### src/rtl/multi_prio_scan_if.sv
// Handshake bundle for multi_prio_scan: scan request side plus the
// valid/ready index stream and completion status.
interface multi_prio_scan_if #(
  parameter int N = 12,
  parameter int K = 2
);
  localparam int W = $clog2(N + 1);
  localparam int C = $clog2(K + 1);

  logic         start;
  logic         dir;
  logic [N:1]   r;
  logic         idle;
  logic         out_valid;
  logic         out_ready;
  logic [W-1:0] idx;
  logic         last;
  logic         done_tick;
  logic [C-1:0] count;

  modport master (
    output start, dir, r, out_ready,
    input  idle, out_valid, idx, last, done_tick, count
  );

  modport slave (
    input  start, dir, r, out_ready,
    output idle, out_valid, idx, last, done_tick, count
  );
endinterface

### src/rtl/multi_prio_scan.sv
// Sequential multi-priority scanner: captures a request vector on start and
// streams up to K set-bit indices (1..N, 0 = none) highest- or lowest-first.
module multi_prio_scan #(
  parameter int N = 12,
  parameter int K = 2
) (
  input  logic              clk,
  input  logic              reset,
  multi_prio_scan_if.slave  bus
);
  localparam int W = $clog2(N + 1);
  localparam int C = $clog2(K + 1);

  typedef enum logic [1:0] {IDLE, SCAN, EMIT, DONE} state_t;

  state_t       state;
  logic [N:1]   mask;
  logic         dir_q;
  logic [C-1:0] cnt;
  logic [W-1:0] idx_q;
  logic         out_valid_q;
  logic         last_q;
  logic         done_q;

  logic [W-1:0] sel;
  logic [N:1]   sel_oh;
  logic [N:1]   mask_clr;
  logic         last_nxt;

  // The later match in each loop wins, so the loop order sets the priority.
  always_comb begin
    // NOTE: every always_comb output gets a default first so no latch is inferred.
    sel    = '0;
    sel_oh = '0;
    if (dir_q) begin
      for (int i = N; i >= 1; i--) begin
        if (mask[i]) begin
          sel       = W'(i);
          sel_oh    = '0;
          sel_oh[i] = 1'b1;
        end
      end
    end else begin
      for (int i = 1; i <= N; i++) begin
        if (mask[i]) begin
          sel       = W'(i);
          sel_oh    = '0;
          sel_oh[i] = 1'b1;
        end
      end
    end
  end

  assign mask_clr = mask & ~sel_oh;
  assign last_nxt = (cnt == C'(K - 1)) || (mask_clr == '0);

  always_ff @(posedge clk or posedge reset) begin
    if (reset) begin
      state       <= IDLE;
      mask        <= '0;
      dir_q       <= 1'b0;
      cnt         <= '0;
      idx_q       <= '0;
      out_valid_q <= 1'b0;
      last_q      <= 1'b0;
      done_q      <= 1'b0;
    end else begin
      // NOTE: non-blocking assignments keep every register update on the same edge.
      case (state)
        IDLE: begin
          if (bus.start) begin
            mask  <= bus.r;
            dir_q <= bus.dir;
            cnt   <= '0;
            state <= SCAN;
          end
        end
        SCAN: begin
          if (mask == '0 || cnt == C'(K)) begin
            done_q <= 1'b1;
            state  <= DONE;
          end else begin
            idx_q       <= sel;
            mask        <= mask_clr;
            out_valid_q <= 1'b1;
            last_q      <= last_nxt;
            state       <= EMIT;
          end
        end
        EMIT: begin
          if (bus.out_ready) begin
            out_valid_q <= 1'b0;
            idx_q       <= '0;
            last_q      <= 1'b0;
            cnt         <= cnt + C'(1);
            state       <= SCAN;
          end
        end
        DONE: begin
          done_q <= 1'b0;
          state  <= IDLE;
        end
        default: state <= IDLE;
      endcase
    end
  end

  assign bus.idle      = (state == IDLE);
  assign bus.out_valid = out_valid_q;
  assign bus.idx       = idx_q;
  assign bus.last      = last_q;
  assign bus.done_tick = done_q;
  assign bus.count     = cnt;

  // A stalled index must stay put until the consumer takes it.
  a_hold_stable: assert property (@(posedge clk) disable iff (reset)
    (out_valid_q && !bus.out_ready) |=> (out_valid_q && $stable(idx_q)));

  a_cnt_bound: assert property (@(posedge clk) disable iff (reset)
    (cnt <= C'(K)));
endmodule
### src/flat_wrapper.sv
// flat-port wrapper written by rule: the top's interface ports become plain ports
module multi_prio_scan_flat 
#(
  parameter int N = 12,
  parameter int K = 2
)
  (clk, reset, bus_start, bus_dir, bus_r, bus_out_ready, bus_idle, bus_out_valid, bus_idx, bus_last, bus_done_tick, bus_count);
  multi_prio_scan_if #(.N(N), .K(K)) bus_i ();
  input  logic clk;
  input  logic reset;
  input wire logic [$bits(bus_i.start)-1:0] bus_start;
  input wire logic [$bits(bus_i.dir)-1:0] bus_dir;
  input wire logic [$bits(bus_i.r)-1:0] bus_r;
  input wire logic [$bits(bus_i.out_ready)-1:0] bus_out_ready;
  output wire logic [$bits(bus_i.idle)-1:0] bus_idle;
  output wire logic [$bits(bus_i.out_valid)-1:0] bus_out_valid;
  output wire logic [$bits(bus_i.idx)-1:0] bus_idx;
  output wire logic [$bits(bus_i.last)-1:0] bus_last;
  output wire logic [$bits(bus_i.done_tick)-1:0] bus_done_tick;
  output wire logic [$bits(bus_i.count)-1:0] bus_count;
  assign bus_i.start = bus_start;
  assign bus_i.dir = bus_dir;
  assign bus_i.r = bus_r;
  assign bus_i.out_ready = bus_out_ready;
  assign bus_idle = bus_i.idle;
  assign bus_out_valid = bus_i.out_valid;
  assign bus_idx = bus_i.idx;
  assign bus_last = bus_i.last;
  assign bus_done_tick = bus_i.done_tick;
  assign bus_count = bus_i.count;
  multi_prio_scan #(.N(N), .K(K)) u_core (.clk(clk), .reset(reset), .bus(bus_i));
endmodule
### config.mk
export PLATFORM = sky130hd
export DESIGN_NAME = multi_prio_scan_flat
export DESIGN_NICKNAME = d
export VERILOG_FILES = /design/src/rtl/multi_prio_scan_if.sv /design/src/rtl/multi_prio_scan.sv /design/src/flat_wrapper.sv
export SDC_FILE = /design/constraint.sdc
export NUM_CORES = 1
export LEC_CHECK = 0
export BUFFER_PORTS_ARGS = -buffer_cell sky130_fd_sc_hd__buf_2
export CAP_MARGIN = 20
export CORE_UTILIZATION = 30
export DETAILED_ROUTE_END_ITERATION = 6
export HOLD_SLACK_MARGIN = 0.05
export PLACE_DENSITY = 0.55
export SETUP_SLACK_MARGIN = 0.5
export SYNTH_ARGS = -nofsm -noshare
export SYNTH_HDL_FRONTEND = slang
export SYNTH_SLANG_ARGS = --single-unit
### constraint.sdc
create_clock -name clk -period 2 [get_ports clk]
set_input_delay 0.1 -clock clk [delete_from_list [all_inputs] [get_ports clk]]
set_output_delay 0.1 -clock clk [all_outputs]
set_load 0.01 [all_outputs]
==> results of run 1 <==
through the flow:
| stage | hold WS [ps] | instance area, sq um |
|---|---|---|
| final | 59.0 | 2480 |
| after global routing | 58.9 | 2480 |
| after CTS | 54.3 | 2230 |
| after detailed placement | 172 | 2020 |
| after global placement | 170 | 2020 |
| after floorplan | 115 | 1730 |
how the worst max path moves through the flow:
stage	start	end	slack [ps]	depth (start not counted)
after floorplan	u_core.mask[2]	u_core.mask[11]	-30	8
after global placement	u_core.mask[1]	u_core.mask[11]	-10	6
after detailed placement	u_core.mask[1]	u_core.bus.last	-30	6
after CTS	u_core.mask[1]	u_core.bus.last	30	6
after global routing	u_core.mask[1]	u_core.bus.last	-20	6
final	u_core.mask[11]	u_core.bus.last	60	7
flip-flops by register name (all words and copies together), names as in the netlist:
| signal | flops |
|---|---|
| u_core.state | 2 |
| u_core.bus.out_valid | 1 |
| u_core.bus.idx | 4 |
| u_core.dir_q | 1 |
| u_core.mask | 12 |
| u_core.bus.last | 1 |
| u_core.bus.count | 2 |
| u_core.bus.done_tick | 1 |
synth_stat cells, types with 4 or more instances:
| cell | count | share of area, % |
|---|---|---|
| buf_2 | 6 | 1.8 |
| inv_1 | 9 | 2.0 |
| a21oi_1 | 16 | 4.8 |
| a221o_1 | 4 | 2.4 |
| o21ai_0 | 18 | 5.4 |
| clkbuf_1 | 11 | 2.5 |
| nor3_1 | 14 | 4.2 |
| nor2_1 | 21 | 4.8 |
| o2111ai_1 | 4 | 2.1 |
| dfrtp_1 | 24 | 36 |
| nand3_1 | 9 | 2.7 |
| nand2_1 | 26 | 5.9 |
kinds of logic (layout without fill, tap and decap cells):
| kind of cell | after synthesis | in the layout |
|---|---|---|
| AND/OR/NAND/NOR | 89 | 90 |
| buffers and inverters | 29 | 86 |
| multiplexers | 2 | 2 |
| adder cells (fa/ha/maj) | 3 | 3 |
| AO/OA/AOI/OAI | 64 | 64 |
| flip-flops | 24 | 24 |
layout make-up:
type / instances / share of cell area (%)
multi-input cells: 159 / 47.1
flip-flops and latches: 24 / 24.3
repair buffers: 73 / 21.5
well taps: 70 / 3.53
clock buffers: 4 / 2.22
inverters: 9 / 1.36
worst min-delay path: stages:
cell and delay (ps):
buf_2 100, nand2_1 50, o21ai_1 50
where the power goes:
part / switching (mW) / internal (mW) / total, mW / leakage (nW)
Clock: 0.165 / 0.176 / 0.342 / 0.0288
Sequential: 0.303 / 0.707 / 1.01 / 0.298
Combinational: 1.53 / 1.40 / 2.94 / 0.757
per-layer routing:
layer  vias up  track usage (%)
met4         0             7.69
li1        883                -
met2        44             28.0
met5         -                0
met3         8             2.04
met1       845             23.3
repair_timing:
item | CTS | global route
endpoints found under the hold margin | 28 | 0
gates resized for setup | 17 | 45
cloned | 0 | 1
hold buffers | 5 | 0
pin swaps | 3 | 15
endpoints found under the setup margin | 21 | 21
buffers inserted | 4 | 11
==> flow_summary.yaml, run 1 <==
synth:
  synthMuxAreaShare_pct: 1.29
  syn_area_sq_mm: 0.00165
  synthAdderAreaFrac_pct: 2.12
  yosysSeqAreaShare_pct: 36.3
  syn_nets: 230
  syn_inst: 211
  synth_ff_type: "dfrtp_1"
  synth-compound-area-share_pct: 26.1
  synthSimpleGateAreaFrac_pct: 25.8
  yosysWarnings: 0
  avgSynthCellArea_sq_um: 7.84
  yosys_register_bits: 24
  async_flop_share_pct: 100
  synth_top_family_by_area: "compound AO/OA/AOI/OAI gates"
  synth_xor_area_share_pct: 0
  synth_cell_type_count: 44
  synth_edf_count: 0
setup_path:
  worstReg2RegEnd: "u_core.bus.last"
  crit_chain: "buf_6 -> or4_4 -> o21ai_4 -> o22ai_1 -> a21oi_1 -> o2111ai_1 -> o21ai_1"
  rrSetupSlack_ps: 60
  critPathCaptureType: "flop"
  r2r_start: "u_core.mask[11]"
  cp-start-kind: "flop"
  critical_path_required_ps: 2200
  critPathMaxStageDelay_ps: 530
  cpLargestDelayFamily: "compound AO/OA/AOI/OAI gates"
  path_buf_inv: 1
  reg2regPathDepth: 7
  worst_ep_arrival_time_ps: 2140
  cp_max_fo: 3
  slowest_stage: "or4_4"
  path_class: "flop to flop"
timing:
  worst_slew_pin_slew_ps: 432
  fin_crit_sh_pct: 97.0
  setup_viol: 0
  slew_headroom_pct: 70.4
  fin_tns_setup_ps: 0
  fin_skew_ps: 2.24
  finalHoldViolCount: 0
  fin_ws_ps: 60.6
  fmax_mhz: 516
  period_minus_slack_ps: 1940
  slew_viol_final: 0
  grt_setup_unrepaired: "yes"
route:
  wl_met1_mm: 2.36
  drt-total-wl_mm: 5.09
  wl_met2_mm: 2.43
  met3WireLength_um: 183
  drt-initial-drc-count: 173
  final_antenna_net_count: 0
  firstDrtPassIters: 4
  routedWlPerCell_um: 15.0
  num_vias: 1780
  drc: 0
  maxUsedRoutingLayer: "met4"
  via_per_inst: 5.25
clocking:
  cts_max_level: 1
  cts_num_sinks: 24
  numCtsBuffers: 3
  cts_tree: "built"
  clk_pin_slew_worst_paths_ps: 90
  cts_buffer_depth: 2
  cts_root_buffer: "clkbuf_8"
  clk_latency_ps: 270
cells_and_area:
  antenna_cells: 0
  utilization_pct: 47.7
  layout_common_cells: "buf_4 (33), buf_2 (26), nand2_1 (23)"
  multiInputGateArea_sq_mm: 0.00117
  final_nets: 289
  final_common_cell: "buf_4"
  fillers: 529
  drive_above_1_share_pct: 45.4
  areaGrowthSynthToFinish_pct: 50.2
  final_cells: 339
  regArea_sq_um: 604
pwr:
  powerDensity_mw_per_mm2: 1730
  p_total_mw: 4.29
  power.leakage_nw: 1.08
  ir_drop_mv: 0.718
die:
  initial_core_util_pct: 31.8
  core_sq_mm: 0.00520
  die_x_um: 76.3
  pin_count: 27
  die_y_um: 76.3
  dieArea_sq_mm: 0.00581
  rows: 26
global_route:
  track_usage_pct: 17.4
  grt_pass1_vias: 1633
  grt_pass1_wl_mm: 8.05
  gr-total-overflow: 0
  grt_max_degree: 25
  grt_antenna_before_repair: 0
hold_path:
  min_path_type: "input port to flop"
  worstHoldStart: "bus_r[9]"
  hold_depth: 3
  whs_endpoint: "u_core.mask[10]"
placement:
  io_buffers: 26
  gp_congestion: 0.906
  dpl_worst_slack_ps: -30.4
  dp_hpwl_mm: 3.54
  placed_cells: 314
flow_run:
  maxCapViolCount: 0
run_status:
  run_status: "finished, final reports clean"
(Power assumes the default switching activity.)
==> inputs of run 2 (changes only) <==
--- a/config.mk
+++ b/config.mk
@@ -10,6 +10,7 @@
 export CORE_UTILIZATION = 30
 export DETAILED_ROUTE_END_ITERATION = 6
 export HOLD_SLACK_MARGIN = 0.05
+export MAX_ROUTING_LAYER = met4
 export PLACE_DENSITY = 0.55
 export SETUP_SLACK_MARGIN = 0.5
 export SYNTH_ARGS = -nofsm -noshare
==> flow_summary.yaml, run 2 (synthesis results as in run 1) <==
global_route:
  grt_antenna_before_repair: 0
  grt_pass1_wl_mm: 8.47
  track_usage_pct: 19.0
  gr-total-overflow: 0
  grt_pass1_vias: 1735
  grt_max_degree: 25
timing:
  fin_crit_sh_pct: 96.1
  finalHoldViolCount: 0
  slew_viol_final: 0
  slew_headroom_pct: 70.5
  worst_slew_pin_slew_ps: 441
  fin_skew_ps: 1.34
  fin_tns_setup_ps: 0
  setup_viol: 0
  period_minus_slack_ps: 1920
  fmax_mhz: 520
  grt_setup_unrepaired: "yes"
  fin_ws_ps: 77.3
cells_and_area:
  layout_common_cells: "buf_4 (36), buf_2 (26), nand2_1 (23)"
  drive_above_1_share_pct: 46.0
  regArea_sq_um: 606
  fillers: 518
  stdcell_area_sq_mm: 0.00254
  final_common_cell: "buf_4"
  final_nets: 294
  final_cells: 344
  multiInputGateArea_sq_mm: 0.00118
  antenna_cells: 0
  regMostFlops: "u_core.mask"
  largest_reg_flops: 12
  areaGrowthSynthToFinish_pct: 53.5
clocking:
  cts_max_level: 1
  cts_tree: "built"
  cts_num_sinks: 24
  clk_pin_slew_worst_paths_ps: 90
  cts_buffer_depth: 2
  numCtsBuffers: 3
  cts_root_buffer: "clkbuf_8"
  clk_latency_ps: 270
die:
  pin_count: 27
  dieArea_sq_mm: 0.00581
  core_sq_mm: 0.00520
  rows: 26
  die_x_um: 76.3
  initial_core_util_pct: 31.8
  die_y_um: 76.3
placement:
  io_buffers: 26
  dp_hpwl_mm: 3.56
  gp_congestion: 0.920
  placed_cells: 314
  dpl_worst_slack_ps: -28.5
  dpl_cell_area_sq_mm: 0.00202
route:
  final_antenna_net_count: 0
  drt-initial-drc-count: 76
  via_per_inst: 5.38
  firstDrtPassIters: 4
  routedWlPerCell_um: 15.4
  num_vias: 1851
  drt-total-wl_mm: 5.29
  drc: 0
pwr:
  ir_drop_mv: 0.557
  p_total_mw: 4.41
  power.leakage_nw: 1.11
  powerDensity_mw_per_mm2: 1740
setup_path:
  cp-start-kind: "flop"
  worst_ep_arrival_time_ps: 2090
  rrSetupSlack_ps: 80
  critPathCaptureType: "flop"
  path_class: "flop to flop"
  critical_path_required_ps: 2170
  cp_max_fo: 5
hold_path:
  min_path_type: "input port to flop"
run_status:
  run_status: "finished, final reports clean"
flow_run:
  maxCapViolCount: 0
==> run 2: through the flow <==
step | hold slack [ps] | utilization (%)
final | 52.5 | 48.8
after global routing | 58.9 | 48.8
after CTS | 52.5 | 46.0
after detailed placement | 171 | 38.8
after global placement | 171 | 38.8
after floorplan | 115 | -
==> run 2: worst max-delay path, cell delays in order (launching register included) <==
cell and delay, ps:
dfrtp_1 380, or4b_4 540, or3_4 390, o311ai_4 260, nor2_1 70, a21oi_1 110
o21ai_1 70
==> run 2: repair_timing <==
action                                  in CTS  in global routing
hold buffers                                 5                  0
endpoints found under the hold margin       28                  0
cloned                                       1                  0
resized for setup                           35                 28
endpoints found under the setup margin      19                 22
pin swaps                                   13                 10
setup buffers                               17                  3
==> run 2: power breakdown <==
part           total, mW  switching [mW]  internal, mW
clock              0.342           0.165         0.176
sequential         0.970           0.260         0.710
combinational       3.10            1.63          1.47
total               4.41            2.05          2.36
==> run 2: path summary, 6_finish.rpt <==
path / startpoint / endpoint / depth (start not counted)
hold reg to reg: u_core.bus.out_valid / u_core.bus.out_valid / 2
max in group asynchronous: reset / u_core.mask[5] / 4
setup reg to reg: u_core.mask[1] / u_core.mask[11] / 6
setup / recovery: u_core.mask[1] / u_core.mask[11] / 6
hold / removal: bus_r[7] / u_core.mask[8] / 2
min in group asynchronous: reset / u_core.bus.idx[2] / 4
==> run 2: area by class of cell <==
| type | count | share of cell area (%) |
|---|---|---|
| clock buffers | 4 | 2.17 |
| inverters | 9 | 1.33 |
| multi-input cells | 159 | 46.4 |
| flip-flops and latches | 24 | 23.9 |
| well taps | 70 | 3.45 |
| repair buffers | 78 | 22.8 |
==> run 2: metal layers <==
metal  part of all wire, %  track usage [%]  up-vias
met1                    42             23.6      888
met2                    50             31.6       57
met5                     0                -        -
met3                   4.8             1.92       11
li1                      -                -      895
met4                   3.0             8.08        0
==> inputs of run 3 (changes only) <==
--- a/config.mk
+++ b/config.mk
@@ -9,6 +9,7 @@
 export CAP_MARGIN = 20
 export CORE_UTILIZATION = 30
 export DETAILED_ROUTE_END_ITERATION = 6
+export GPL_TIMING_DRIVEN = 0
 export HOLD_SLACK_MARGIN = 0.05
 export MAX_ROUTING_LAYER = met4
 export PLACE_DENSITY = 0.55
==> flow_summary.yaml, run 3 (synthesis results as in run 1) <==
route:
  drc: 0
  num_vias: 1843
  routedWlPerCell_um: 15.1
  final_antenna_net_count: 0
  drt-initial-drc-count: 116
  via_per_inst: 5.37
  firstDrtPassIters: 5
  drt-total-wl_mm: 5.17
timing:
  slew_viol_final: 0
  fin_crit_sh_pct: 109
  fin_skew_ps: 7.68
  whs_ps: -10.6
  period_minus_slack_ps: 2180
  fin_ws_ps: -181
  setup_viol: 2
  finalHoldViolCount: 7
  worst_slew_pin_slew_ps: 914
  grt_setup_unrepaired: "yes"
  fmax_mhz: 459
  slew_headroom_pct: 39.0
pwr:
  pwr-share-clk_pct: 10.3
  swShare_pct: 45.6
  netSwitchingPower_mw: 2.03
  p_int_mw: 2.42
  ir_drop_mv: 0.736
  power_frac_comb_pct: 70.6
  power.leakage_nw: 1.12
  powerDensity_mw_per_mm2: 1740
  seq_power_share_pct: 19.2
cells_and_area:
  regMostFlops: "u_core.mask"
  layout_common_cells: "buf_2 (28), nand2_1 (22), dfrtp_1 (21)"
  drive_above_1_share_pct: 42.5
  largest_reg_flops: 12
  final_common_cell: "buf_2"
  stdcell_area_sq_mm: 0.00256
  fillers: 522
  antenna_cells: 0
  final_nets: 293
  areaGrowthSynthToFinish_pct: 54.9
  utilization_pct: 49.2
global_route:
  grtUsageMet2_pct: 28.0
  grt_pass1_wl_mm: 8.42
  grt_max_degree: 25
  met1_usage_pct: 24.6
  track_usage_pct: 18.6
  grt.busiest_layer: "met2"
  grt_use_met3_pct: 2.51
  grt_antenna_before_repair: 0
  gr-total-overflow: 0
  grt_pass1_vias: 1702
clocking:
  clk_latency_ps: 290
  cts_root_buffer: "clkbuf_8"
  cts_num_sinks: 24
  cts_tree: "built"
  cts_buffer_depth: 2
  clk_pin_slew_worst_paths_ps: 100
  cts_max_level: 1
  numCtsBuffers: 3
setup_path:
  critPathMaxStageDelay_ps: 510
  critical_path_required_ps: 2210
  cpLargestDelayFamily: "simple AND/OR/NAND/NOR gates"
  r2r_start: "u_core.mask[3]"
  path_buf_inv: 2
  slowest_stage: "or4b_4"
  crit_top_cell: "buf_6"
  worst_ep_arrival_time_ps: 2400
  critPathCaptureType: "flop"
  cp-start-kind: "flop"
  path_class: "flop to flop"
  crit_chain: "buf_6 -> or4b_4 -> or3_1 -> buf_6 -> o311ai_4 -> o2111ai_2 -> o21ai_2"
  cp_max_fo: 5
  crit_path_start: "u_core.mask[3]"
flow_run:
  maxCapViolCount: 0
placement:
  dpl_cell_area_sq_mm: 0.00195
  gp_congestion: 0.912
  io_buffers: 26
  dpl_worst_slack_ps: -216
  dp_hpwl_mm: 3.39
run_status:
  run_status: "complete, but fails checks"
  failed_checks: "negative hold slack, negative setup slack"
die:
  initial_core_util_pct: 31.8
  die_y_um: 76.3
  dieArea_sq_mm: 0.00581
  pin_count: 27
  core_sq_mm: 0.00520
  die_x_um: 76.3
  rows: 26
hold_path:
  min_path_type: "input port to asynchronous set/reset pin"
[run 3: cell types whose count changed in the layout (fill, tap and decap cells not counted), sizes merged]
cell	before	now
buf	73	56
bufinv	0	1
clkbuf	4	15
dlygate4sd3	5	10
or2	2	1
[run 3: repair_timing]
| action | CTS | global route |
|---|---|---|
| endpoints found under the setup margin | 21 | 21 |
| gates cloned | 0 | 2 |
| gates resized for setup | 39 | 37 |
| hold buffers | 7 | 3 |
| pin swaps | 14 | 10 |
| buffers inserted | 13 | 7 |
| endpoints found under the hold margin | 7 | 3 |
[run 3: stage by stage]
step	power, mW	std cells	hold slack, ps	setup TNS (ps)
floorplan	2.50	211	115	-49.9
global placement	3.04	307	300	-799
detailed placement	3.05	307	302	-1350
CTS	3.98	331	51.0	-400
global route	4.76	343	56.6	-552
finish	4.45	343	-10.6	-336
[run 3: power groups by stage]
stage	Sequential (mW)	Clock [mW]	Combinational, mW
final	0.853	0.456	3.14
after global routing	0.879	0.487	3.40
after CTS	0.850	0.458	2.67
after detailed placement	0.837	0	2.21
after global placement	0.831	0	2.21
after floorplan	0.850	0	1.65
[run 3: final timing paths]
path	endpoint	slack [ps]	cells past startpoint
max	u_core.bus.last	-180	7
min	u_core.bus.idx[0]	-10	2
max reg2reg	u_core.bus.last	-180	7
min reg2reg	u_core.bus.out_valid	490	2
max in group asynchronous	u_core.mask[7]	1390	2
min in group clk	u_core.dir_q	60	2
[run 3: area by class of cell]
| type | instances | area, sq um | area share [%] |
|---|---|---|---|
| plain buffers | 20 | 173 | 6.74 |
| clock buffers | 3 | 41.3 | 1.61 |
| clock inverters | 1 | 30.0 | 1.17 |
| inverters | 9 | 33.8 | 1.32 |
| multi-input cells | 158 | 1140 | 44.5 |
| flip-flops and latches | 24 | 604 | 23.6 |
| well taps | 70 | 87.6 | 3.42 |
| repair buffers | 58 | 453 | 17.7 |
[run 3: metal layers]
| layer | vias to the layer above | wire length [um] | part of all wire, % |
|---|---|---|---|
| met4 | 0 | 116 | 2.2 |
| met5 | - | 0 | 0 |
| met1 | 874 | 2290 | 44 |
| li1 | 893 | - | - |
| met2 | 65 | 2490 | 48 |
| met3 | 11 | 274 | 5.3 |
